--- config.mk ---
export PLATFORM = sky130hd
export DESIGN_NAME = apb_gpio_ctrl
export DESIGN_NICKNAME = d
export VERILOG_FILES = /design/src/rtl/apb_gpio_pkg.sv /design/src/rtl/gpio_in_filter.sv /design/src/rtl/apb_gpio_ctrl.sv
export SDC_FILE = /design/constraint.sdc
export NUM_CORES = 1
export LEC_CHECK = 0
export BUFFER_PORTS_ARGS = -buffer_cell sky130_fd_sc_hd__clkbuf_2
export CORE_AREA = 2 2 129 81
export CTS_BUF_LIST = sky130_fd_sc_hd__clkbuf_8
export DETAILED_ROUTE_END_ITERATION = 10
export DIE_AREA = 0 0 131 83
export GPL_TIMING_DRIVEN = 0
export PLACE_DENSITY = 0.78
export SYNTH_ARGS = -nofsm -noshare
export SYNTH_HDL_FRONTEND = slang
export SYNTH_HIERARCHICAL = 1
export SYNTH_SLANG_ARGS = --single-unit
--- constraint.sdc ---
create_clock -name clk -period 1.3 [get_ports clk]
set_input_delay 0.065 -clock clk [delete_from_list [all_inputs] [get_ports clk]]
set_output_delay 0.065 -clock clk [all_outputs]
set_load 0.02 [all_outputs]
--- src/rtl/apb_gpio_pkg.sv ---
// Shared definitions for the APB GPIO block: register offsets, alias ops, decode.
// Latency: combinational helpers only.
// Backpressure: none (helpers only).
//
// apply_op() folds the atomic OR/AND/XOR alias windows into one update path.
// decode_addr() maps a word-aligned byte offset to a target register and op.
package apb_gpio_pkg;

    // Base register map
    localparam logic [7:0] OFF_DATA  = 8'h00;
    localparam logic [7:0] OFF_OUT   = 8'h04;
    localparam logic [7:0] OFF_DIR   = 8'h08;
    localparam logic [7:0] OFF_IMASK = 8'h0C;
    localparam logic [7:0] OFF_IPOL  = 8'h10;
    localparam logic [7:0] OFF_IEDGE = 8'h14;
    localparam logic [7:0] OFF_IFLAG = 8'h18;
    localparam logic [7:0] OFF_DBCNT = 8'h1C;

    // Atomic alias windows onto OUT / DIR / IMASK
    localparam logic [7:0] OFF_OR_OUT    = 8'h54;
    localparam logic [7:0] OFF_OR_DIR    = 8'h58;
    localparam logic [7:0] OFF_OR_IMASK  = 8'h5C;
    localparam logic [7:0] OFF_AND_OUT   = 8'h64;
    localparam logic [7:0] OFF_AND_DIR   = 8'h68;
    localparam logic [7:0] OFF_AND_IMASK = 8'h6C;
    localparam logic [7:0] OFF_XOR_OUT   = 8'h74;
    localparam logic [7:0] OFF_XOR_DIR   = 8'h78;
    localparam logic [7:0] OFF_XOR_IMASK = 8'h7C;

    typedef enum logic [1:0] {
        OP_WR  = 2'd0,
        OP_OR  = 2'd1,
        OP_AND = 2'd2,
        OP_XOR = 2'd3
    } alias_op_e;

    typedef enum logic [3:0] {
        SEL_NONE  = 4'd0,
        SEL_DATA  = 4'd1,
        SEL_OUT   = 4'd2,
        SEL_DIR   = 4'd3,
        SEL_IMASK = 4'd4,
        SEL_IPOL  = 4'd5,
        SEL_IEDGE = 4'd6,
        SEL_IFLAG = 4'd7,
        SEL_DBCNT = 4'd8
    } reg_sel_e;

    typedef struct packed {
        reg_sel_e  sel;
        alias_op_e op;
    } reg_dec_t;

    function automatic logic [31:0] apply_op(input logic [31:0] old,
                                             input logic [31:0] wdata,
                                             input alias_op_e   op);
        case (op)
            OP_OR:   return old | wdata;
            OP_AND:  return old & wdata;
            OP_XOR:  return old ^ wdata;
            default: return wdata;
        endcase
    endfunction

    // off must already have bits [1:0] cleared
    function automatic reg_dec_t decode_addr(input logic [7:0] off);
        reg_dec_t d;
        d.sel = SEL_NONE;
        d.op  = OP_WR;
        case (off)
            OFF_DATA:      d.sel = SEL_DATA;
            OFF_OUT:       d.sel = SEL_OUT;
            OFF_DIR:       d.sel = SEL_DIR;
            OFF_IMASK:     d.sel = SEL_IMASK;
            OFF_IPOL:      d.sel = SEL_IPOL;
            OFF_IEDGE:     d.sel = SEL_IEDGE;
            OFF_IFLAG:     d.sel = SEL_IFLAG;
            OFF_DBCNT:     d.sel = SEL_DBCNT;
            OFF_OR_OUT:    begin d.sel = SEL_OUT;   d.op = OP_OR;  end
            OFF_OR_DIR:    begin d.sel = SEL_DIR;   d.op = OP_OR;  end
            OFF_OR_IMASK:  begin d.sel = SEL_IMASK; d.op = OP_OR;  end
            OFF_AND_OUT:   begin d.sel = SEL_OUT;   d.op = OP_AND; end
            OFF_AND_DIR:   begin d.sel = SEL_DIR;   d.op = OP_AND; end
            OFF_AND_IMASK: begin d.sel = SEL_IMASK; d.op = OP_AND; end
            OFF_XOR_OUT:   begin d.sel = SEL_OUT;   d.op = OP_XOR; end
            OFF_XOR_DIR:   begin d.sel = SEL_DIR;   d.op = OP_XOR; end
            OFF_XOR_IMASK: begin d.sel = SEL_IMASK; d.op = OP_XOR; end
            default:       d.sel = SEL_NONE;
        endcase
        return d;
    endfunction

endpackage

--- src/rtl/gpio_in_filter.sv ---
// Per-pin input conditioning: 2-flop synchroniser, optional debounce, edge detect.
// Latency: pad change reaches filt after 2 clk edges (debounce bypassed or DBCNT=0).
// Backpressure: none; free-running.
//
// Ports: clk, rstn (async active-low), din (asynchronous pad), dbcnt (debounce
//        threshold), filt (conditioned level), rise/fall (one-cycle pulses).
// Optional feature macro: APB_GPIO_DEBOUNCE_EN enables the DBW-bit debounce counter.
module gpio_in_filter
    import apb_gpio_pkg::*;
#(
    parameter int DBW = 8
) (
    input  logic           clk,
    input  logic           rstn,
    input  logic           din,
    input  logic [DBW-1:0] dbcnt,
    output logic           filt,
    output logic           rise,
    output logic           fall
);

    logic sync1;
    logic sync2;
    logic filt_prev;

    always_ff @(posedge clk or negedge rstn) begin
        if (!rstn) begin
            sync1 <= 1'b0;
            sync2 <= 1'b0;
        end else begin
            sync1 <= din;
            sync2 <= sync1;
        end
    end

`ifdef APB_GPIO_DEBOUNCE_EN
    logic           filt_q;
    logic [DBW-1:0] cnt;

    // cnt holds the number of consecutive cycles sync2 has disagreed with
    // filt_q; the new level is accepted on the (dbcnt+1)-th such cycle.
    // Any cycle of agreement (a bounce back) restarts the count.
    always_ff @(posedge clk or negedge rstn) begin
        if (!rstn) begin
            filt_q <= 1'b0;
            cnt    <= '0;
        end else if (dbcnt == '0) begin
            // keep filt_q tracking so enabling debounce later starts clean
            filt_q <= sync2;
            cnt    <= '0;
        end else if (sync2 != filt_q) begin
            if (cnt == dbcnt) begin
                filt_q <= sync2;
                cnt    <= '0;
            end else begin
                cnt <= cnt + DBW'(1);
            end
        end else begin
            cnt <= '0;
        end
    end

    // DBCNT=0 is a true bypass so latency matches the non-debounce build
    assign filt = (dbcnt == '0) ? sync2 : filt_q;
`else
    logic unused_dbcnt;
    assign unused_dbcnt = ^dbcnt;
    assign filt         = sync2;
`endif

    always_ff @(posedge clk or negedge rstn) begin
        if (!rstn) begin
            filt_prev <= 1'b0;
        end else begin
            filt_prev <= filt;
        end
    end

    assign rise = filt & ~filt_prev;
    assign fall = ~filt & filt_prev;

endmodule

--- src/rtl/apb_gpio_ctrl.sv ---
// APB GPIO port: NBITS pads, per-pin direction, atomic aliases, edge/level IRQs.
// Latency: writes land on pads 1 cycle after commit; pad input visible in DATA after 2 edges; irq +1 after IFLAG.
// Backpressure: none; pready tied high, zero wait states.
//
// Ports: clk, rstn (async active-low); APB slave apb_psel/penable/pwrite/paddr/
//        pwdata/prdata/pready/pslverr; gpio_din (async pads), gpio_dout,
//        gpio_oen (OEPOL selects enable polarity); irq (registered OR of IFLAG).
// Optional feature macro: APB_GPIO_DEBOUNCE_EN (per-pin debounce, DBCNT register
// live). Without it DBCNT reads 0 and ignores writes.
module apb_gpio_ctrl
    import apb_gpio_pkg::*;
#(
    parameter int NBITS  = 8,
    parameter bit OEPOL  = 1'b0,
    parameter int DBW    = 8,
    parameter int DB_RST = 0
) (
    input  logic             clk,
    input  logic             rstn,
    input  logic             apb_psel,
    input  logic             apb_penable,
    input  logic             apb_pwrite,
    input  logic [7:0]       apb_paddr,
    input  logic [31:0]      apb_pwdata,
    output logic [31:0]      apb_prdata,
    output logic             apb_pready,
    output logic             apb_pslverr,
    input  logic [NBITS-1:0] gpio_din,
    output logic [NBITS-1:0] gpio_dout,
    output logic [NBITS-1:0] gpio_oen,
    output logic             irq
);

    localparam logic [DBW-1:0] DB_RST_V = DBW'(DB_RST);

    // Register state
    logic [NBITS-1:0] out_q;
    logic [NBITS-1:0] dir_q;
    logic [NBITS-1:0] imask_q;
    logic [NBITS-1:0] ipol_q;
    logic [NBITS-1:0] iedge_q;
    logic [NBITS-1:0] iflag_q;
    logic [DBW-1:0]   dbcnt_q;
    logic             irq_q;

    // Bus decode
    reg_dec_t         dec;
    logic             access;
    logic             mapped;
    logic             wr_en;
    logic [NBITS-1:0] wdat_n;
    logic             unused_paddr;

    // Next-state and input path
    logic [NBITS-1:0] out_nxt;
    logic [NBITS-1:0] dir_nxt;
    logic [NBITS-1:0] imask_nxt;
    logic [NBITS-1:0] iflag_nxt;
    logic [NBITS-1:0] w1c;
    logic [NBITS-1:0] filt;
    logic [NBITS-1:0] rise;
    logic [NBITS-1:0] fall;
    logic [NBITS-1:0] evt;
    logic [31:0]      rdata;

    assign dec          = decode_addr({apb_paddr[7:2], 2'b00});
    assign unused_paddr = ^apb_paddr[1:0];
    assign access       = apb_psel & apb_penable;
    assign mapped       = (dec.sel != SEL_NONE);
    assign wr_en        = access & apb_pwrite & mapped;
    // register bits at or above NBITS do not exist, so upper write data drops here
    assign wdat_n       = apb_pwdata[NBITS-1:0];

    // ------------------------------------------------------------------
    // Input conditioning, one instance per pin
    // ------------------------------------------------------------------
    for (genvar i = 0; i < NBITS; i++) begin : g_pin
        gpio_in_filter #(
            .DBW (DBW)
        ) u_filt (
            .clk   (clk),
            .rstn  (rstn),
            .din   (gpio_din[i]),
            .dbcnt (dbcnt_q),
            .filt  (filt[i]),
            .rise  (rise[i]),
            .fall  (fall[i])
        );
    end

    // ------------------------------------------------------------------
    // Interrupt events: edge pins fire on the IPOL-selected transition,
    // level pins fire every cycle the filtered input equals IPOL.
    // Output pins are sampled too, so a pin can interrupt on its own drive.
    // ------------------------------------------------------------------
    assign evt = imask_q & ( (iedge_q & ((ipol_q & rise) | (~ipol_q & fall)))
                           | (~iedge_q & ~(filt ^ ipol_q)) );

    assign w1c = (wr_en && dec.sel == SEL_IFLAG) ? wdat_n : '0;

    // A new event wins over a same-cycle clear so no edge is ever lost.
    assign iflag_nxt = (iflag_q & ~w1c) | evt;

    // ------------------------------------------------------------------
    // OUT / DIR / IMASK share the alias path: plain write or atomic op
    // ------------------------------------------------------------------
    always_comb begin
        out_nxt   = out_q;
        dir_nxt   = dir_q;
        imask_nxt = imask_q;
        if (wr_en) begin
            case (dec.sel)
                SEL_OUT:   out_nxt   = NBITS'(apply_op(32'(out_q),   apb_pwdata, dec.op));
                SEL_DIR:   dir_nxt   = NBITS'(apply_op(32'(dir_q),   apb_pwdata, dec.op));
                SEL_IMASK: imask_nxt = NBITS'(apply_op(32'(imask_q), apb_pwdata, dec.op));
                default:   ;
            endcase
        end
    end

    always_ff @(posedge clk or negedge rstn) begin
        if (!rstn) begin
            out_q   <= '0;
            dir_q   <= '0;
            imask_q <= '0;
            ipol_q  <= '0;
            iedge_q <= '0;
            iflag_q <= '0;
            irq_q   <= 1'b0;
        end else begin
            out_q   <= out_nxt;
            dir_q   <= dir_nxt;
            imask_q <= imask_nxt;
            iflag_q <= iflag_nxt;
            irq_q   <= |iflag_q;
            if (wr_en && dec.sel == SEL_IPOL) begin
                ipol_q <= wdat_n;
            end
            if (wr_en && dec.sel == SEL_IEDGE) begin
                iedge_q <= wdat_n;
            end
        end
    end

`ifdef APB_GPIO_DEBOUNCE_EN
    always_ff @(posedge clk or negedge rstn) begin
        if (!rstn) begin
            dbcnt_q <= DB_RST_V;
        end else if (wr_en && dec.sel == SEL_DBCNT) begin
            dbcnt_q <= apb_pwdata[DBW-1:0];
        end
    end
`else
    logic unused_db;
    assign unused_db = ^DB_RST_V;
    assign dbcnt_q   = '0;
`endif

    // ------------------------------------------------------------------
    // Read mux; aliases read back their target register
    // ------------------------------------------------------------------
    always_comb begin
        rdata = '0;
        case (dec.sel)
            SEL_DATA:  rdata = 32'(filt);
            SEL_OUT:   rdata = 32'(out_q);
            SEL_DIR:   rdata = 32'(dir_q);
            SEL_IMASK: rdata = 32'(imask_q);
            SEL_IPOL:  rdata = 32'(ipol_q);
            SEL_IEDGE: rdata = 32'(iedge_q);
            SEL_IFLAG: rdata = 32'(iflag_q);
            SEL_DBCNT: rdata = 32'(dbcnt_q);
            default:   rdata = '0;
        endcase
    end

    assign apb_prdata  = (access && !apb_pwrite && mapped) ? rdata : 32'h0;
    assign apb_pready  = 1'b1;
    assign apb_pslverr = access & ~mapped;

    // DIR=1 means drive; reset leaves every driver off whatever OEPOL is
    assign gpio_dout = out_q;
    assign gpio_oen  = OEPOL ? dir_q : ~dir_q;
    assign irq       = irq_q;

endmodule
==> summary.txt <==
Finish
  – Synth-to-layout area growth: 46.6%
  – Non-filler instance count after layout: approximately 810
  – Nets: a little under 800
  – Final core utilization: 0.746
  – Final instance area: just over 7000 µm²
  – Share of cells above drive strength 1: 0.510
  – FILL cells: 635
  – Ant diodes: 0

Clocking
  – TritonCTS clock tree: built
  – H-tree Lvls: 3
  – Clock Latency Late Sink: 370 ps
  – Clock transition at path regs: 90 ps
  – CTS Sinks: 73
  – Clock root cell: clkbuf_8
  – Max Root-Sink Buffers: 2
  – Number of buffers created by CTS: 9

GRT
  – Initial antenna violation count: 1
  – Vias in the first global route: approximately 4800
  – All-Layer GR Usage: 0.293
  – Gr ovfl total: 0
  – Met3 Resource Use GR: 0.0586
  – Gr busiest metal: met2
  – Global-route wire length before repair: 24600 µm
  – Pin count of the biggest net entering global routing: 64
  – Met1 usage: 0.398
  – GR Util met2: 0.471

Yosys
  – Synth area leaders: dfrtp_1 37%, ha_1 12%, mux2_2 5.3%, a222oi_1 4.9%, o21ai_0 4.7%
  – Yosys top cell by area: dfrtp_1
  – Post-Syn Instances: roughly 510
  – Count of different cell masters after synthesis: between 40 and 50
  – Share of flip-flops with an asynchronous set or reset: 1.00
  – Synth top area share: 0.373
  – Yosys reg bits: 73
  – Most common cell in the netlist: dfrtp_1
  – Mean Syn Cell Area: 9.57 µm²
  – Commonest cells in the netlist: 73 x dfrtp_1, 60 x nand2_1, 48 x ha_1
  – Main synth FF type: dfrtp_1
  – Register area share after synthesis: 0.373
  – Post-synth EDFFs: 0
  – Synthesized cell area: 4900 µm²
  – Ys Warns: 6

Detailed routing
  – Routed WL: 16800 µm
  – Via count: roughly 4900
  – Via-to-Cell Ratio: 5.98
  – First-pass DRT Iterations: 6
  – Iteration-0 DRC Markers: 599
  – Final routed DRC violation total: 0
  – Antenna Nets Post-Route: 0
  – WL/cell: 20.6 µm

STA
  – Fin Setup TNS: -7150 ps
  – Worst hold slack: 98.3 ps
  – Rel. slew slack: 0.438
  – Skew final: about 8.9 ps
  – Slack of the critical path: -385 ps
  – Fin. max-slew vios: 0
  – Fraction of the cycle the final worst path needs: 1.30
  – Max Clk Rate: ~0.59 GHz
  – Final-report hold violation count: 0
  – Least-Margin Pin Slew: between 800 and 900 ps
  – RSZ-0062 raised after global routing: true
  – Finish-stage setup viols: 49
  – Period minus WS final: about 1700 ps

Flow run
  – Max Cap Violations: 0

Pwr
  – Sequential Power Share: 0.367
  – P_leak: roughly 3.3 nW
  – Net switching power: ~2.6 mW
  – Pwr/cell area: just over 1000 nW/µm²
  – Sw frac: 0.348
  – Clock power frac: 0.284
  – Total power: around 7.4 mW
  – Combinational Power Share: 0.349
  – Internal power: roughly 4.8 mW
  – Worst vdd ir: a little under 600 µV

Place
  – DP Area: approximately 5600 µm²
  – Pre-CTS setup slack: -866 ps
  – Buffers added on ports: between 50 and 60
  – DP Cell Count: between 700 and 800
  – Post-DP HPWL: between 9000 and 10000 µm
  – GPL Wtd Cong: between 0.9 and 1

Worst setup path
  – R2R cell count: 7
  – CP Data Required Time: 1240 ps
  – Critical path arrival: 1620 ps
  – Reg-to-Reg Start: imask_q[7]
  – Type of origin of the critical path: register
  – Worst setup path start: iedge_q[0]
  – Setup CP Type: reg2out
  – Crit Path Max Fanout: 4
  – Setup crit end kind: output port

Floorplanning
  – Ports: between 100 and 150
  – Core area: 9630 µm²
  – Die Span X: 131 µm
  – DIE AREA: 10900 µm²
  – Die H: between 80 and 90 µm
  – Initial Utilization: 0.509
  – Row cnt: 28

Run status
  – Status: complete, but fails checks
  – Violated checks: negative setup slack

Worst hold path
  – Min-delay worst type: in2async
==> logic make-up after synthesis <==
family	count (synthesis)	share of synthesized area
mux	32	0.0712
flops	73	0.373
compound gates	141	0.198
fa+ha+maj	48	0.123
other cells	2	0.00153
buf+inv	85	0.0898
simple gates	123	0.130
xor+xnor	8	0.0143
==> sequential cells by signal, summed over array words and instances, names as in the netlist <==
register                flops
dir_q                       8
g_pin.u_filt/filt           8
g_pin.u_filt/filt_prev      8
g_pin.u_filt/sync1          8
gpio_dout                   8
iedge_q                     8
iflag_q                     8
imask_q                     8
ipol_q                      8
irq                         1
==> worst paths after layout <==
path                                   endpoint  slack (ps)
max in group asynchronous            iedge_q[1]         600
min reg2reg                g_pin[7].u_filt/filt         350
max reg2reg                          imask_q[7]        -260
min in group clk                     iflag_q[2]         100
max                               apb_prdata[0]        -390
min                                  imask_q[7]         100
==> cells in the final DEF (no fill, tap or decap), types with 9 or more instances in the layout <==
| master | instances |
|---|---|
| dfrtp_2 | 15 |
| ha_1 | 25 |
| conb_1 | 25 |
| a21oi_1 | 22 |
| ha_4 | 21 |
| clkbuf_2 | 40 |
| o21ai_1 | 34 |
| buf_6 | 21 |
| nand2_1 | 40 |
| inv_1 | 12 |
| nand2b_1 | 9 |
| nand2_2 | 19 |
| a21oi_2 | 9 |
| nor2_1 | 18 |
| inv_4 | 11 |
| inv_2 | 10 |
| buf_4 | 78 |
| dfrtp_1 | 58 |
| mux2_4 | 15 |
| clkbuf_8 | 17 |
| o21ai_2 | 20 |
| dlygate4sd3_1 | 9 |
| a222oi_1 | 24 |
==> worst max-delay path, cell delays in order, from the launching register on <==
cell and delay [ps]:
dfrtp_1 450, mux2_2 290, o21ai_0 240, a21oi_2 110
clkbuf_8 160
==> routing by layer <==
layer / up-vias / part of all wire / wire (µm)
met1: 2426 / 0.40 / 6740
met3: 50 / 0.090 / 1510
met4: 2 / 0.023 / 391
met2: 283 / 0.48 / 8120
met5: - / 0.00072 / 12
li1: 2097 / - / -
==> power by group through the flow <==
stage | logic (mW) | clock network, mW | registers [mW]
6_report | 2.58 | 2.10 | 2.71
5_1_grt | 2.77 | 2.20 | 2.73
4_1_cts | 2.23 | 2.11 | 2.68
3_5_place_dp | 1.46 | 0 | 2.79
3_3_place_gp | 1.37 | 0 | 2.77
2_1_floorplan | 0.953 | 0 | 2.78
==> final cells by class <==
cell class              count  area, µm²  share of cell area
plain buffers              48        399              0.0555
inverters                  34        156              0.0218
flip-flops and latches     73       1850               0.257
well taps                 135        169              0.0235
repair buffers            130       1100               0.153
clock buffers               9        124              0.0172
clock inverters             7        104              0.0144
multi-input cells         377       3290               0.458
==> what timing repair did <==
| item | in CTS | in global routing |
|---|---|---|
| endpoints found under the hold margin | 81 | 0 |
| endpoints found under the setup margin | 57 | 59 |
| setup buffers | 56 | 14 |
| pin swaps | 81 | 30 |
| resized for setup | 159 | 73 |
| hold buffers | 9 | 0 |
| cloned | 1 | 0 |
No activity file was read; power rests on OpenSTA's default activity.
